[config.mk]
export PLATFORM = sky130hd
export DESIGN_NAME = accel_spi_responder
export DESIGN_NICKNAME = d
export VERILOG_FILES = /design/src/rtl/accel_spi_pkg.sv /design/src/rtl/spi_pin_sync.sv /design/src/rtl/accel_spi_responder.sv
export SDC_FILE = /design/constraint.sdc
export NUM_CORES = 1
export LEC_CHECK = 0
export BUFFER_PORTS_ARGS = -buffer_cell sky130_fd_sc_hd__buf_2
export CAP_MARGIN = 20
export CORE_ASPECT_RATIO = 0.6
export CORE_MARGIN = 4
export CORE_UTILIZATION = 31
export DETAILED_ROUTE_END_ITERATION = 8
export GPL_ROUTABILITY_DRIVEN = 1
export GPL_TIMING_DRIVEN = 0
export PLACE_DENSITY_LB_ADDON = 0.3
export REMOVE_ABC_BUFFERS = 1
export SETUP_SLACK_MARGIN = 0.05
export SYNTH_ARGS = -nofsm -noshare
export SYNTH_HDL_FRONTEND = slang
export SYNTH_SLANG_ARGS = --single-unit
[constraint.sdc]
create_clock -name clk_clk -period 4.1 [get_ports clk_clk]
set_input_delay 0.82 -clock clk_clk [delete_from_list [all_inputs] [get_ports clk_clk]]
set_output_delay 0.82 -clock clk_clk [all_outputs]
set_load 0.01 [all_outputs]
[src/rtl/accel_spi_pkg.sv]
// Shared constants, FSM state type and address helpers for the accelerometer SPI responder.
package accel_spi_pkg;

  localparam logic [5:0] ADDR_DEVID   = 6'h00;
  localparam logic [5:0] ADDR_INT_EN  = 6'h2E;
  localparam logic [5:0] ADDR_INT_SRC = 6'h30;
  localparam logic [5:0] ADDR_DATAX0  = 6'h32;
  localparam logic [5:0] ADDR_DATAZ1  = 6'h37;

  typedef enum logic [1:0] {
    IDLE  = 2'd0,
    CMD   = 2'd1,
    RDATA = 2'd2,
    WDATA = 2'd3
  } state_t;

  // Sample registers DATAX0..DATAZ1
  function automatic logic is_sample_addr(input logic [5:0] addr);
    return (addr >= ADDR_DATAX0) && (addr <= ADDR_DATAZ1);
  endfunction

  // Registers the initiator may not overwrite
  function automatic logic is_read_only(input logic [5:0] addr);
    return (addr == ADDR_DEVID) || (addr == ADDR_INT_SRC) || is_sample_addr(addr);
  endfunction

endpackage

[src/rtl/spi_pin_sync.sv]
// Pin synchronisers for SCLK/CS_N/SDAT plus edge strobes derived from the synced levels.
module spi_pin_sync #(
  parameter int SYNC_STAGES = 2
) (
  input  logic clk,
  input  logic rst_n,
  input  logic sclk,
  input  logic cs_n,
  input  logic sdat,
  output logic sclk_rise,
  output logic sclk_fall,
  output logic cs_fall,
  output logic cs_rise,
  output logic cs_n_s,
  output logic sdat_s
);

  logic [SYNC_STAGES-1:0] sclk_ff;
  logic [SYNC_STAGES-1:0] cs_ff;
  logic [SYNC_STAGES-1:0] sdat_ff;
  logic                   sclk_prev;
  logic                   cs_prev;

  // Synchroniser chains reset to the idle level of each pin so no edge appears after reset
  always_ff @(posedge clk or negedge rst_n) begin
    if (!rst_n) begin
      sclk_ff   <= '1;
      cs_ff     <= '1;
      sdat_ff   <= '1;
      sclk_prev <= 1'b1;
      cs_prev   <= 1'b1;
    end else begin
      sclk_ff   <= {sclk_ff[SYNC_STAGES-2:0], sclk};
      cs_ff     <= {cs_ff[SYNC_STAGES-2:0], cs_n};
      sdat_ff   <= {sdat_ff[SYNC_STAGES-2:0], sdat};
      sclk_prev <= sclk_ff[SYNC_STAGES-1];
      cs_prev   <= cs_ff[SYNC_STAGES-1];
    end
  end

  assign sclk_rise = sclk_ff[SYNC_STAGES-1] & ~sclk_prev;
  assign sclk_fall = ~sclk_ff[SYNC_STAGES-1] & sclk_prev;
  assign cs_fall   = ~cs_ff[SYNC_STAGES-1] & cs_prev;
  assign cs_rise   = cs_ff[SYNC_STAGES-1] & ~cs_prev;
  assign cs_n_s    = cs_ff[SYNC_STAGES-1];
  assign sdat_s    = sdat_ff[SYNC_STAGES-1];

endmodule

[src/rtl/accel_spi_responder.sv]
// SPI mode-3 responder emulating the G-sensor register file for hardware-in-loop tests.
// state | meaning
// IDLE  | CS_N high, waiting for CS_N fall
// CMD   | shifting in the command byte (rw, mb, addr)
// RDATA | shifting out reg[addr] on SCLK fall, byte end on the following rise
// WDATA | shifting in data on SCLK rise, write on the 8th bit
module accel_spi_responder
  import accel_spi_pkg::*;
#(
  parameter int          SYNC_STAGES = 2,
  parameter logic [7:0]  DEVID_VAL   = 8'hE5
) (
  input  logic        clk_clk,
  input  logic        reset_reset_n,
  input  logic        spi_sclk_i,
  input  logic        spi_cs_n_i,
  input  logic        sdat_i,
  output logic        sdat_o,
  output logic        sdat_oe,
  output logic        int_o,
  input  logic        sample_valid,
  input  logic [15:0] sample_x,
  input  logic [15:0] sample_y,
  input  logic [15:0] sample_z
);

  logic        sclk_rise, sclk_fall, cs_fall, cs_rise, cs_n_s, sdat_s;
  state_t      state_q, state_d;
  logic [3:0]  bit_cnt;
  logic [7:0]  shift_in, shift_out;
  logic [7:0]  shift_next;
  logic [5:0]  addr;
  logic        mb;
  logic [7:0]  regs [64];
  logic        pend_valid;
  logic [15:0] pend_x, pend_y, pend_z;
  logic        cmd_done, rd_byte_end, wr_byte_end, read_burst, pend_apply;

  spi_pin_sync #(.SYNC_STAGES(SYNC_STAGES)) u_sync (
    .clk       (clk_clk),
    .rst_n     (reset_reset_n),
    .sclk      (spi_sclk_i),
    .cs_n      (spi_cs_n_i),
    .sdat      (sdat_i),
    .sclk_rise (sclk_rise),
    .sclk_fall (sclk_fall),
    .cs_fall   (cs_fall),
    .cs_rise   (cs_rise),
    .cs_n_s    (cs_n_s),
    .sdat_s    (sdat_s)
  );

  assign shift_next  = {shift_in[6:0], sdat_s};
  assign cmd_done    = (state_q == CMD)   && sclk_rise && (bit_cnt == 4'd7) && !cs_n_s;
  assign rd_byte_end = (state_q == RDATA) && sclk_rise && (bit_cnt == 4'd8) && !cs_n_s;
  assign wr_byte_end = (state_q == WDATA) && sclk_rise && (bit_cnt == 4'd7) && !cs_n_s;
  // Samples are held back while the initiator is reading so a burst sees one coherent sample
  assign read_burst  = (state_q == RDATA) && !cs_n_s;
  assign pend_apply  = pend_valid && (cs_rise || (state_q != RDATA));

  // FSM state register
  always_ff @(posedge clk_clk or negedge reset_reset_n) begin
    if (!reset_reset_n) state_q <= IDLE;
    else                state_q <= state_d;
  end

  // Next-state logic; CS_N high overrides everything
  always_comb begin
    state_d = state_q;
    unique case (state_q)
      IDLE:    if (cs_fall) state_d = CMD;
      CMD:     if (cmd_done) state_d = shift_next[7] ? RDATA : WDATA;
      default: ;
    endcase
    if (cs_n_s) state_d = IDLE;
  end

  // Shifters, bit counter, address pointer and pad drive
  always_ff @(posedge clk_clk or negedge reset_reset_n) begin
    if (!reset_reset_n) begin
      bit_cnt   <= 4'd0;
      shift_in  <= 8'h00;
      shift_out <= 8'h00;
      addr      <= 6'd0;
      mb        <= 1'b0;
      sdat_o    <= 1'b1;
      sdat_oe   <= 1'b0;
    end else if (cs_n_s) begin
      bit_cnt <= 4'd0;
      sdat_o  <= 1'b1;
      sdat_oe <= 1'b0;
    end else begin
      unique case (state_q)
        CMD: begin
          if (sclk_rise) begin
            shift_in <= shift_next;
            if (cmd_done) begin
              bit_cnt <= 4'd0;
              mb      <= shift_next[6];
              addr    <= shift_next[5:0];
            end else begin
              bit_cnt <= bit_cnt + 4'd1;
            end
          end
        end
        RDATA: begin
          if (sclk_fall) begin
            sdat_oe <= 1'b1;
            bit_cnt <= bit_cnt + 4'd1;
            // Byte is fetched at its first fall so a stepped address is already in place
            if (bit_cnt == 4'd0) begin
              sdat_o    <= regs[addr][7];
              shift_out <= {regs[addr][6:0], 1'b0};
            end else begin
              sdat_o    <= shift_out[7];
              shift_out <= {shift_out[6:0], 1'b0};
            end
          end
          if (rd_byte_end) begin
            bit_cnt <= 4'd0;
            if (mb) addr <= addr + 6'd1;
          end
        end
        WDATA: begin
          if (sclk_rise) begin
            shift_in <= shift_next;
            if (wr_byte_end) begin
              bit_cnt <= 4'd0;
              if (mb) addr <= addr + 6'd1;
            end else begin
              bit_cnt <= bit_cnt + 4'd1;
            end
          end
        end
        default: bit_cnt <= 4'd0;
      endcase
    end
  end

  // Pending sample buffer; a newer sample replaces an older one
  always_ff @(posedge clk_clk or negedge reset_reset_n) begin
    if (!reset_reset_n) begin
      pend_valid <= 1'b0;
      pend_x     <= 16'h0000;
      pend_y     <= 16'h0000;
      pend_z     <= 16'h0000;
    end else if (sample_valid && read_burst) begin
      pend_valid <= 1'b1;
      pend_x     <= sample_x;
      pend_y     <= sample_y;
      pend_z     <= sample_z;
    end else if (pend_apply) begin
      pend_valid <= 1'b0;
    end
  end

  // Register file: initiator writes, sample capture and INT_SOURCE handling; capture is last so it wins
  always_ff @(posedge clk_clk or negedge reset_reset_n) begin
    if (!reset_reset_n) begin
      for (int i = 0; i < 64; i++) regs[i] <= 8'h00;
      regs[ADDR_DEVID] <= DEVID_VAL;
    end else begin
      if (pend_apply) begin
        regs[ADDR_DATAX0]         <= pend_x[7:0];
        regs[ADDR_DATAX0 + 6'd1]  <= pend_x[15:8];
        regs[ADDR_DATAX0 + 6'd2]  <= pend_y[7:0];
        regs[ADDR_DATAX0 + 6'd3]  <= pend_y[15:8];
        regs[ADDR_DATAX0 + 6'd4]  <= pend_z[7:0];
        regs[ADDR_DATAX0 + 6'd5]  <= pend_z[15:8];
        regs[ADDR_INT_SRC][7]     <= 1'b1;
      end
      if (wr_byte_end && !is_read_only(addr)) regs[addr] <= shift_next;
      if (rd_byte_end && is_sample_addr(addr)) regs[ADDR_INT_SRC][7] <= 1'b0;
      if (sample_valid && !read_burst) begin
        regs[ADDR_DATAX0]         <= sample_x[7:0];
        regs[ADDR_DATAX0 + 6'd1]  <= sample_x[15:8];
        regs[ADDR_DATAX0 + 6'd2]  <= sample_y[7:0];
        regs[ADDR_DATAX0 + 6'd3]  <= sample_y[15:8];
        regs[ADDR_DATAX0 + 6'd4]  <= sample_z[7:0];
        regs[ADDR_DATAX0 + 6'd5]  <= sample_z[15:8];
        regs[ADDR_INT_SRC][7]     <= 1'b1;
      end
    end
  end

  // Registered interrupt from enabled sources
  always_ff @(posedge clk_clk or negedge reset_reset_n) begin
    if (!reset_reset_n) int_o <= 1'b0;
    else                int_o <= |(regs[ADDR_INT_SRC] & regs[ADDR_INT_EN]);
  end

endmodule

==> results.sh, run 1 <==
export IMPL_track_usage_pct=18.0
export IMPL_synth_ff_latch_count=599
export IMPL_critPathBufInv=1
export IMPL_cp_slowest_stage_delay_ps=880
export IMPL_die_x_um=394
export IMPL_ys_top_cells_by_count="585 x dfrtp_1, 533 x mux2_2, 119 x clkbuf_1"
export IMPL_setup_viol=0
export IMPL_viasPerCell=5.54
export IMPL_worstSetupStartpointType="flop"
export IMPL_nFillCells=8444
export IMPL_wl_um=86700
export IMPL_grt_pass1_wl_um=128000
export IMPL_yosysTopAreaCell="dfrtp_1"
export IMPL_crit_path_end_kind="flop"
export IMPL_postRouteAntennaNets=0
export IMPL_vias=18400
export IMPL_async_reset_ff_share_pct=100
export IMPL_ys_warnings_count=0
export IMPL_dp_hpwl_um=56800
export IMPL_wl_per_cell_um=26.1
export IMPL_ioPinCount=57
export IMPL_powerDensity_mw_per_mm2=454
export IMPL_cts_inserted_buffers=54
export IMPL_cts_path_max_buffers=3
export IMPL_critPathTopFamily="simple AND/OR/NAND/NOR gates"
export IMPL_finalCritPeriodShare_pct=97.8
export IMPL_cts_tree="done"
export IMPL_rsz0062_at_grt="yes"
export IMPL_critPathKind="reg2reg"
export IMPL_nNetsFinal=2173
export IMPL_final_setup_skew_ps=19.4
export IMPL_routabilityCongestion=0.862
export IMPL_worstPathCellList="buf_16 > nor2b_4 > nand2_1 > nor2_2 > mux2_2"
export IMPL_clk_pin_slew_ps=70
export IMPL_antenna_found_initial=3
export IMPL_initial_core_util_pct=31.5
export IMPL_synth_flop_cell="dfrtp_1"
export IMPL_hold_buffers=0
export IMPL_max_slew_margin_pct=19.3
export IMPL_dp_cells=3215
export IMPL_multi_input_area_mm2=0.0121
export IMPL_syn_avg_cell_area_um2=13.1
export IMPL_finalInstanceArea_mm2=0.0316
export IMPL_fin_crit_ps=4010
export IMPL_synthToLayoutAreaGrowth_pct=13.9
export IMPL_dr_pass1_iters=9
export IMPL_grt_pass1_vias=18700
export IMPL_core_mm2=0.0881
export IMPL_syn_area_mm2=0.0277
export IMPL_drv_cap=0
export IMPL_irDropWorstVdd_mv=0.310
export IMPL_synthTopCellsByArea="dfrtp_1 53%, mux2_2 22%, mux2i_1 4.2%, mux4_2 2.3%, o21ai_0 1.6%"
export IMPL_cp_required_ps=4590
export IMPL_drt_iter0_markers=1760
export IMPL_p_leak_uw=0.0149
export IMPL_synth_cells=2117
export IMPL_htreeDepth=2
export IMPL_root_buffer="clkbuf_16"
export IMPL_drcViolationCount=0
export IMPL_core_rowCount=84
export IMPL_clock_fmax_mhz=249
export IMPL_slowest_stage="nor2b_4"
export IMPL_grt_max_degree=121
export IMPL_cts_num_sinks=599
export IMPL_hold_viol=0
export IMPL_final_instance_count_excl_fill=3323
export IMPL_synth_cell_types=72
export IMPL_fp_dieH_um=240
export IMPL_globalRouteOverflowTotal=0
export IMPL_final_seq_area_mm2=0.0150
export IMPL_drive_gt1_share_pct=39.5
export IMPL_status="finished clean"
export IMPL_critPathArrivalTime_ps=4500
export IMPL_port_buffers=56
export IMPL_seq_area_frac_synth_pct=54.1
export IMPL_synth_edf_count=0
export IMPL_maxSlewViolCount=0
export IMPL_post_synth_top_count_cell="dfrtp_1"
export IMPL_dieArea_mm2=0.0944
export IMPL_synth_top_area_share_pct=52.8
export IMPL_postPlaceCellArea_mm2=0.0297
export IMPL_clkLatencyLatePin_ps=620
export IMPL_max_slew_worst_pin_slew_ps=1210
export IMPL_worstPathMaxFanout=51
export IMPL_holdCritPathClass="in2async"
through the flow:
step           hold slack, ps  total power [uW]  setup WS [ps]  setup TNS, ps  util, %
2_1_floorplan             345              7540          -3100       -1287760        -
3_3_place_gp              348              8980          -9920       -9649400     32.7
3_5_place_dp              349              9130           -828        -255580     33.7
4_1_cts                   278             14400            109              0     35.8
5_1_grt                   282             14800           35.6              0     35.8
6_report                  219             14300           90.2              0     35.8
placed cells by master (no fill, tap or decap), types with 8 or more instances in the layout:
master	n
o21ai_0	91
clkinv_2	13
a221o_1	12
clkbuf_16	55
buf_2	57
nand3_1	14
dfrtp_1	575
mux2i_1	117
clkbuf_8	14
a221oi_1	47
mux2_2	533
a22o_1	12
a22oi_1	44
nor2_8	8
buf_12	18
nand2b_1	8
nor2_1	53
buf_16	14
nor2_2	35
o22ai_1	23
nand2_1	111
dfstp_2	14
a21oi_1	57
clkbuf_1	14
mux4_2	28
nor3_1	13
mux2_1	10
power by group:
| group | total, uW | internal [uW] | switching [uW] |
|---|---|---|---|
| logic | 2860 | 834 | 2020 |
| registers | 6280 | 5990 | 295 |
| clock network | 5200 | 2850 | 2350 |
layer usage:
| layer | part of all wire [%] | global-route usage (%) | vias to the layer above |
|---|---|---|---|
| li1 | - | - | 7800 |
| met1 | 48 | 26.9 | 9851 |
| met2 | 40 | 24.7 | 637 |
| met3 | 10 | 6.55 | 116 |
| met4 | 1.9 | 3.78 | 0 |
| met5 | 0 | 0 | - |
worst paths after layout:
path	endpoint	cells past startpoint	slack [ps]	startpoint
min reg2reg	u_sync.cs_ff[1]$_DFF_PN1_	0	360	u_sync.cs_ff[0]$_DFF_PN1_
max reg2reg	regs[168]$_DFFE_PN0P_	5	90	addr[2]$_DFFE_PN0P_
max	regs[168]$_DFFE_PN0P_	5	90	addr[2]$_DFFE_PN0P_
max in group asynchronous	pend_y[15]$_DFFE_PN0P_	4	1770	reset_reset_n
min	regs[60]$_DFFE_PN0P_	1	220	reset_reset_n
min in group clk_clk	u_sync.sdat_ff[0]$_DFF_PN1_	1	300	sdat_i
flip-flops by register name, indices dropped and copies added (netlist names), 2 cells and up:
register,flops
regs,512
pend_x,16
pend_y,16
pend_z,16
shift_in,7
shift_out,7
addr,6
bit_cnt,4
state_q,2
u_sync.cs_ff,2
u_sync.sclk_ff,2
u_sync.sdat_ff,2
layout make-up:
type                            instances  share of cell area (%)
Inverter                                9                   0.147
Antenna cell                            3                  0.0238
Sequential cell                       599                    47.6
Clock buffer                           83                    5.14
Tap cell                             1161                    4.60
Multi-Input combinational cell       1352                    38.4
Timing Repair Buffer                   98                    3.62
Clock inverter                         18                   0.476
what timing repair did:
action | 4_1_cts | 5_1_grt
buffers inserted | 1 | 1
gates resized for setup | 3 | 1
pin swaps | 0 | 1
hold endpoints to repair | 0 | 0
endpoints found under the setup margin | 465 | 62
cells by family (layout without fill, tap and decap cells):
kind of cell | count (synthesis) | in the layout | synth area share [%]
AND/OR/NAND/NOR | 308 | 308 | 5.99
buffers and inverters | 166 | 208 | 2.43
AO/OA/AOI/OAI | 350 | 350 | 8.62
flip-flops | 599 | 599 | 54.1
multiplexers | 688 | 688 | 28.6
XOR/XNOR | 1 | 1 | 0.0316
other | 0 | 3 | 0
adder cells (fa/ha/maj) | 5 | 5 | 0.226
worst register-to-register path, cell delays in order (launching register included):
cell and delay, ps:
dfrtp_4 720, buf_16 330, nor2b_4 900, nand2_1 750, nor2_2 760, mux2_2 420
Power figures use the tool's default switching activity.
==> run 2, diff against run 1 <==
--- a/config.mk
+++ b/config.mk
@@ -7,15 +7,14 @@
 export LEC_CHECK = 0
 export BUFFER_PORTS_ARGS = -buffer_cell sky130_fd_sc_hd__buf_2
 export CAP_MARGIN = 20
-export CORE_ASPECT_RATIO = 0.6
+export CORE_ASPECT_RATIO = 0.5
 export CORE_MARGIN = 4
 export CORE_UTILIZATION = 31
 export DETAILED_ROUTE_END_ITERATION = 8
 export GPL_ROUTABILITY_DRIVEN = 1
 export GPL_TIMING_DRIVEN = 0
 export PLACE_DENSITY_LB_ADDON = 0.3
-export REMOVE_ABC_BUFFERS = 1
-export SETUP_SLACK_MARGIN = 0.05
+export SETUP_SLACK_MARGIN = 0.2
 export SYNTH_ARGS = -nofsm -noshare
 export SYNTH_HDL_FRONTEND = slang
 export SYNTH_SLANG_ARGS = --single-unit
==> results.sh, run 2 (synthesized netlist as in run 1, its figures left out) <==
export IMPL_max_slew_worst_pin_slew_ps=1310
export IMPL_status="finished clean"
export IMPL_clk_pin_slew_ps=70
export IMPL_root_buffer="clkbuf_16"
export IMPL_final_common_cell="dfrtp_1"
export IMPL_crit_path_end_kind="flop"
export IMPL_cp_required_ps=4580
export IMPL_globalRouteOverflowTotal=0
export IMPL_powerDensity_mw_per_mm2=492
export IMPL_clock_fmax_mhz=250
export IMPL_grt_pass1_wl_um=158000
export IMPL_finalInstanceArea_mm2=0.0325
export IMPL_largest_reg_flops=512
export IMPL_track_usage_pct=23.7
export IMPL_dp_hpwl_um=79900
export IMPL_antenna_found_initial=5
export IMPL_holdCritPathClass="in2async"
export IMPL_port_buffers=56
export IMPL_max_slew_margin_pct=12.4
export IMPL_cts_inserted_buffers=60
export IMPL_ioPinCount=57
export IMPL_drive_gt1_share_pct=38.7
export IMPL_fin_crit_ps=4000
export IMPL_cp_slowest_stage_delay_ps=620
export IMPL_die_x_um=431
export IMPL_viasPerCell=5.78
export IMPL_cts_tree="done"
export IMPL_postPlaceCellArea_mm2=0.0299
export IMPL_final_core_util_pct=36.8
export IMPL_critPathTopFamily="buffers and inverters"
export IMPL_rsz0062_at_grt="yes"
export IMPL_syn_nets=2176
export IMPL_wl_um=113000
export IMPL_critPathArrivalTime_ps=4480
export IMPL_finalCritPeriodShare_pct=97.5
export IMPL_drcViolationCount=0
export IMPL_final_setup_skew_ps=33.2
export IMPL_layout_common_cells="584 x dfrtp_1, 533 x mux2_2, 117 x mux2i_1"
export IMPL_wl_per_cell_um=32.3
export IMPL_vias=20200
export IMPL_maxSlewViolCount=0
export IMPL_p_leak_uw=0.0153
export IMPL_hold_viol=0
export IMPL_core_rowCount=77
export IMPL_worstSetupStartpointType="flop"
export IMPL_grt_max_degree=118
export IMPL_postRouteAntennaNets=0
export IMPL_irDropWorstVdd_mv=0.362
export IMPL_critPathKind="reg2reg"
export IMPL_dr_pass1_iters=5
export IMPL_cts_num_sinks=599
export IMPL_setup_viol=0
export IMPL_grt_pass1_vias=20100
export IMPL_clkLatencyLatePin_ps=660
export IMPL_cpMostUsedCell="buf_2"
export IMPL_dieArea_mm2=0.0945
export IMPL_initial_core_util_pct=31.3
export IMPL_htreeDepth=2
export IMPL_r2r_slack_ps=100
export IMPL_routabilityCongestion=0.994
export IMPL_drv_cap=0
export IMPL_core_mm2=0.0884
export IMPL_critPathBufInv=4
export IMPL_fp_dieH_um=219
export IMPL_worstPathMaxFanout=10
export IMPL_synthToLayoutAreaGrowth_pct=17.3
export IMPL_nNetsFinal=2328
export IMPL_cts_path_max_buffers=3
export IMPL_final_instance_count_excl_fill=3505
export IMPL_slowest_stage="a221oi_1"
export IMPL_dp_cells=3383
export IMPL_tns_ps=0
export IMPL_drt_iter0_markers=2571
export IMPL_top_register="regs"
export IMPL_worstPathCellList="buf_2 > buf_2 > buf_4 > buf_2 > nor2_2 > a22oi_1 > o2bb2ai_1 > a221oi_1 > a21oi_1"
## run 2: timing repair
item | 4_1_cts | 5_1_grt
endpoints found under the setup margin | 472 | 333
pin swaps | 5 | 6
resized for setup | 70 | 15
hold buffers | 0 | 0
cloned | 0 | 0
buffers inserted | 3 | 5
hold endpoints to repair | 0 | 0
## run 2: per-layer routing
metal  track usage [%]  part of all wire, %
met5                 0                0.027
met2              34.1                   41
met3              6.39                  9.9
met1              32.9                   43
met4              11.4                  5.7
## run 2: path summary, 6_finish.rpt
check | from | end | depth (start not counted)
setup / recovery | addr[0]$_DFFE_PN0P_ | shift_out[3]$_DFFE_PN0P_ | 9
hold / removal | reset_reset_n | regs[329]$_DFFE_PN0P_ | 1
setup reg to reg | addr[0]$_DFFE_PN0P_ | shift_out[3]$_DFFE_PN0P_ | 9
hold reg to reg | u_sync.sdat_ff[0]$_DFF_PN1_ | u_sync.sdat_ff[1]$_DFF_PN1_ | 0
max in group asynchronous | reset_reset_n | u_sync.cs_ff[0]$_DFF_PN1_ | 3
min in group clk_clk | spi_cs_n_i | u_sync.cs_ff[0]$_DFF_PN1_ | 1
## run 2: final cells by class
type | count | area [um^2]
buffer | 157 | 704
antenna | 1 | 2.50
fill | 8676 | 55900
clock inverter | 24 | 342
clock buffer | 88 | 1810
timing repair buffer | 90 | 885
multi-input combinational | 1352 | 12200
tap | 1185 | 1480
sequential | 599 | 15000
inverter | 9 | 35.0
## run 2: power breakdown
part           leakage, uW  switching (uW)  total, uW  internal, uW
sequential         0.00821             119       6110          5990
combinational      0.00604            2980       3850           870
clock              0.00105            2510       6060          3550
total               0.0153            5600      16000         10400
## run 2: metrics by stage
stage | total power (uW) | hold slack [ps] | setup slack [ps]
after detailed placement | 9790 | 348 | -959
final | 16000 | 155 | 101
after CTS | 15900 | 188 | 3.03
after global routing | 16300 | 217 | 164
after global placement | 9610 | 348 | -10670
after floorplan | 7600 | 345 | 909
==> run 3, diff against run 2 <==
--- a/config.mk
+++ b/config.mk
@@ -5,7 +5,7 @@
 export SDC_FILE = /design/constraint.sdc
 export NUM_CORES = 1
 export LEC_CHECK = 0
-export BUFFER_PORTS_ARGS = -buffer_cell sky130_fd_sc_hd__buf_2
+export BUFFER_PORTS_ARGS = -buffer_cell sky130_fd_sc_hd__buf_4
 export CAP_MARGIN = 20
 export CORE_ASPECT_RATIO = 0.5
 export CORE_MARGIN = 4
==> constraint.sdc (replaced) <==
create_clock -name clk_clk -period 3.95 [get_ports clk_clk]
set_input_delay 0.79 -clock clk_clk [delete_from_list [all_inputs] [get_ports clk_clk]]
set_output_delay 0.79 -clock clk_clk [all_outputs]
set_load 0.01 [all_outputs]
==> results.sh, run 3 (synthesized netlist as in run 1, its figures left out) <==
export IMPL_routabilityCongestion=1.01
export IMPL_crit_path_end_kind="flop"
export IMPL_top_register="regs"
export IMPL_core_rowCount=77
export IMPL_antenna_found_initial=9
export IMPL_final_setup_skew_ps=14.8
export IMPL_vias=20200
export IMPL_critPathArrivalTime_ps=4360
export IMPL_critPathKind="reg2reg"
export IMPL_status="finished clean"
export IMPL_wl_per_cell_um=32.0
export IMPL_nNetsFinal=2336
export IMPL_critPathBufInv=5
export IMPL_cts_path_max_buffers=3
export IMPL_max_slew_margin_pct=14.8
export IMPL_holdCritPathClass="in2async"
export IMPL_grt_pass1_vias=20200
export IMPL_syn_nets=2176
export IMPL_cts_tree="done"
export IMPL_hold_buffers=0
export IMPL_dieArea_mm2=0.0945
export IMPL_dp_hpwl_um=79500
export IMPL_irDropWorstVdd_mv=0.326
export IMPL_powerDensity_mw_per_mm2=501
export IMPL_postRouteAntennaNets=0
export IMPL_clk_pin_slew_ps=70
export IMPL_layout_common_cells="584 x dfrtp_1, 533 x mux2_2, 117 x mux2i_1"
export IMPL_viasPerCell=5.75
export IMPL_critPathLaunch="addr[0]$_DFFE_PN0P_"
export IMPL_worstPathCellList="clkbuf_4 > buf_8 > clkinvlp_4 > buf_4 > clkbuf_1 > nor2_1 > nand3_1 > mux2_2"
export IMPL_port_buffers=56
export IMPL_rsz0062_at_grt="no"
export IMPL_r2r_slack_ps=90
export IMPL_htreeDepth=2
export IMPL_p_leak_uw=0.0154
export IMPL_die_x_um=431
export IMPL_rr_startpoint="addr[0]$_DFFE_PN0P_"
export IMPL_critical_path_depth=8
export IMPL_cts_inserted_buffers=60
export IMPL_grt_max_degree=103
export IMPL_rr_worst_depth=8
export IMPL_grt_pass1_wl_um=158000
export IMPL_clock_fmax_mhz=259
export IMPL_slowest_stage="nor2_1"
export IMPL_worstSetupStartpointType="flop"
export IMPL_drcViolationCount=0
export IMPL_core_mm2=0.0884
export IMPL_cp_slowest_stage_delay_ps=880
export IMPL_fin_crit_ps=3860
export IMPL_crit_end="regs[113]$_DFFE_PN0P_"
export IMPL_track_usage_pct=23.5
export IMPL_drive_gt1_share_pct=39.2
export IMPL_cp_required_ps=4460
export IMPL_root_buffer="clkbuf_16"
export IMPL_r2r_end="regs[113]$_DFFE_PN0P_"
export IMPL_drt_iter0_markers=2304
export IMPL_hold_viol=0
export IMPL_globalRouteOverflowTotal=0
export IMPL_maxSlewViolCount=0
export IMPL_cts_num_sinks=599
export IMPL_finalCritPeriodShare_pct=97.6
export IMPL_final_core_util_pct=36.9
export IMPL_ioPinCount=57
export IMPL_largest_reg_flops=512
export IMPL_drv_cap=0
export IMPL_synthToLayoutAreaGrowth_pct=17.7
export IMPL_setup_viol=0
export IMPL_final_common_cell="dfrtp_1"
export IMPL_tns_ps=0
export IMPL_wl_um=112000
export IMPL_max_slew_worst_pin_slew_ps=1280
export IMPL_dr_pass1_iters=6
export IMPL_fp_dieH_um=219
export IMPL_critPathTopFamily="simple AND/OR/NAND/NOR gates"
export IMPL_clkLatencyLatePin_ps=630
export IMPL_initial_core_util_pct=31.3
export IMPL_worstPathMaxFanout=10
==> run 3: worst min-delay path by stage <==
stage | to | depth (start not counted) | start | slack [ps]
after CTS | regs[321]$_DFFE_PN0P_ | 1 | reset_reset_n | 130
final | regs[321]$_DFFE_PN0P_ | 1 | reset_reset_n | 120
after detailed placement | u_sync.cs_ff[1]$_DFF_PN1_ | 0 | u_sync.cs_ff[0]$_DFF_PN1_ | 350
after global routing | regs[321]$_DFFE_PN0P_ | 1 | reset_reset_n | 160
after global placement | u_sync.sdat_ff[1]$_DFF_PN1_ | 0 | u_sync.sdat_ff[0]$_DFF_PN1_ | 350
after floorplan | u_sync.cs_ff[1]$_DFF_PN1_ | 0 | u_sync.cs_ff[0]$_DFF_PN1_ | 350
==> run 3: what timing repair did <==
item | in CTS | in global routing
pin swaps | 7 | 0
setup buffers | 14 | 5
gates resized for setup | 84 | 24
setup endpoints to repair | 475 | 149
==> run 3: routing by layer <==
layer | up-vias | global-route usage, % | wire [um]
met4 | 0 | 10.4 | 5390
met1 | 10800 | 32.6 | 48900
met2 | 987 | 33.8 | 46900
li1 | 8153 | - | -
met3 | 245 | 7.05 | 11300
met5 | - | 0 | 0
==> run 3: where the power goes <==
group          leakage (uW)  internal, uW  switching, uW
clock               0.00102          3470           2550
combinational       0.00613           915           3070
sequential          0.00821          6210            127
==> run 3: through the flow <==
| step | instance area [um^2] | setup slack (ps) | hold WS [ps] | instances | power [uW] |
|---|---|---|---|---|---|
| floorplan | 27700 | 759 | 345 | 2117 | 7890 |
| global placement | 29600 | -4800 | 346 | 3358 | 9960 |
| detailed placement | 30000 | -1560 | 347 | 3378 | 10100 |
| CTS | 32500 | 157 | 130 | 3503 | 16200 |
| global route | 32600 | 196 | 159 | 3511 | 16600 |
| finish | 32600 | 93.4 | 124 | 3513 | 16300 |
==> run 3: final cells by class <==
class,count,area [um^2]
inverters,9,42.5
fillers,8710,55800
flip-flops and latches,599,15000
plain buffers,157,736
multi-input cells,1352,12300
clock inverters,21,233
repair buffers,98,1050
clock buffers,90,1810
well taps,1185,1480
diodes,2,5.00
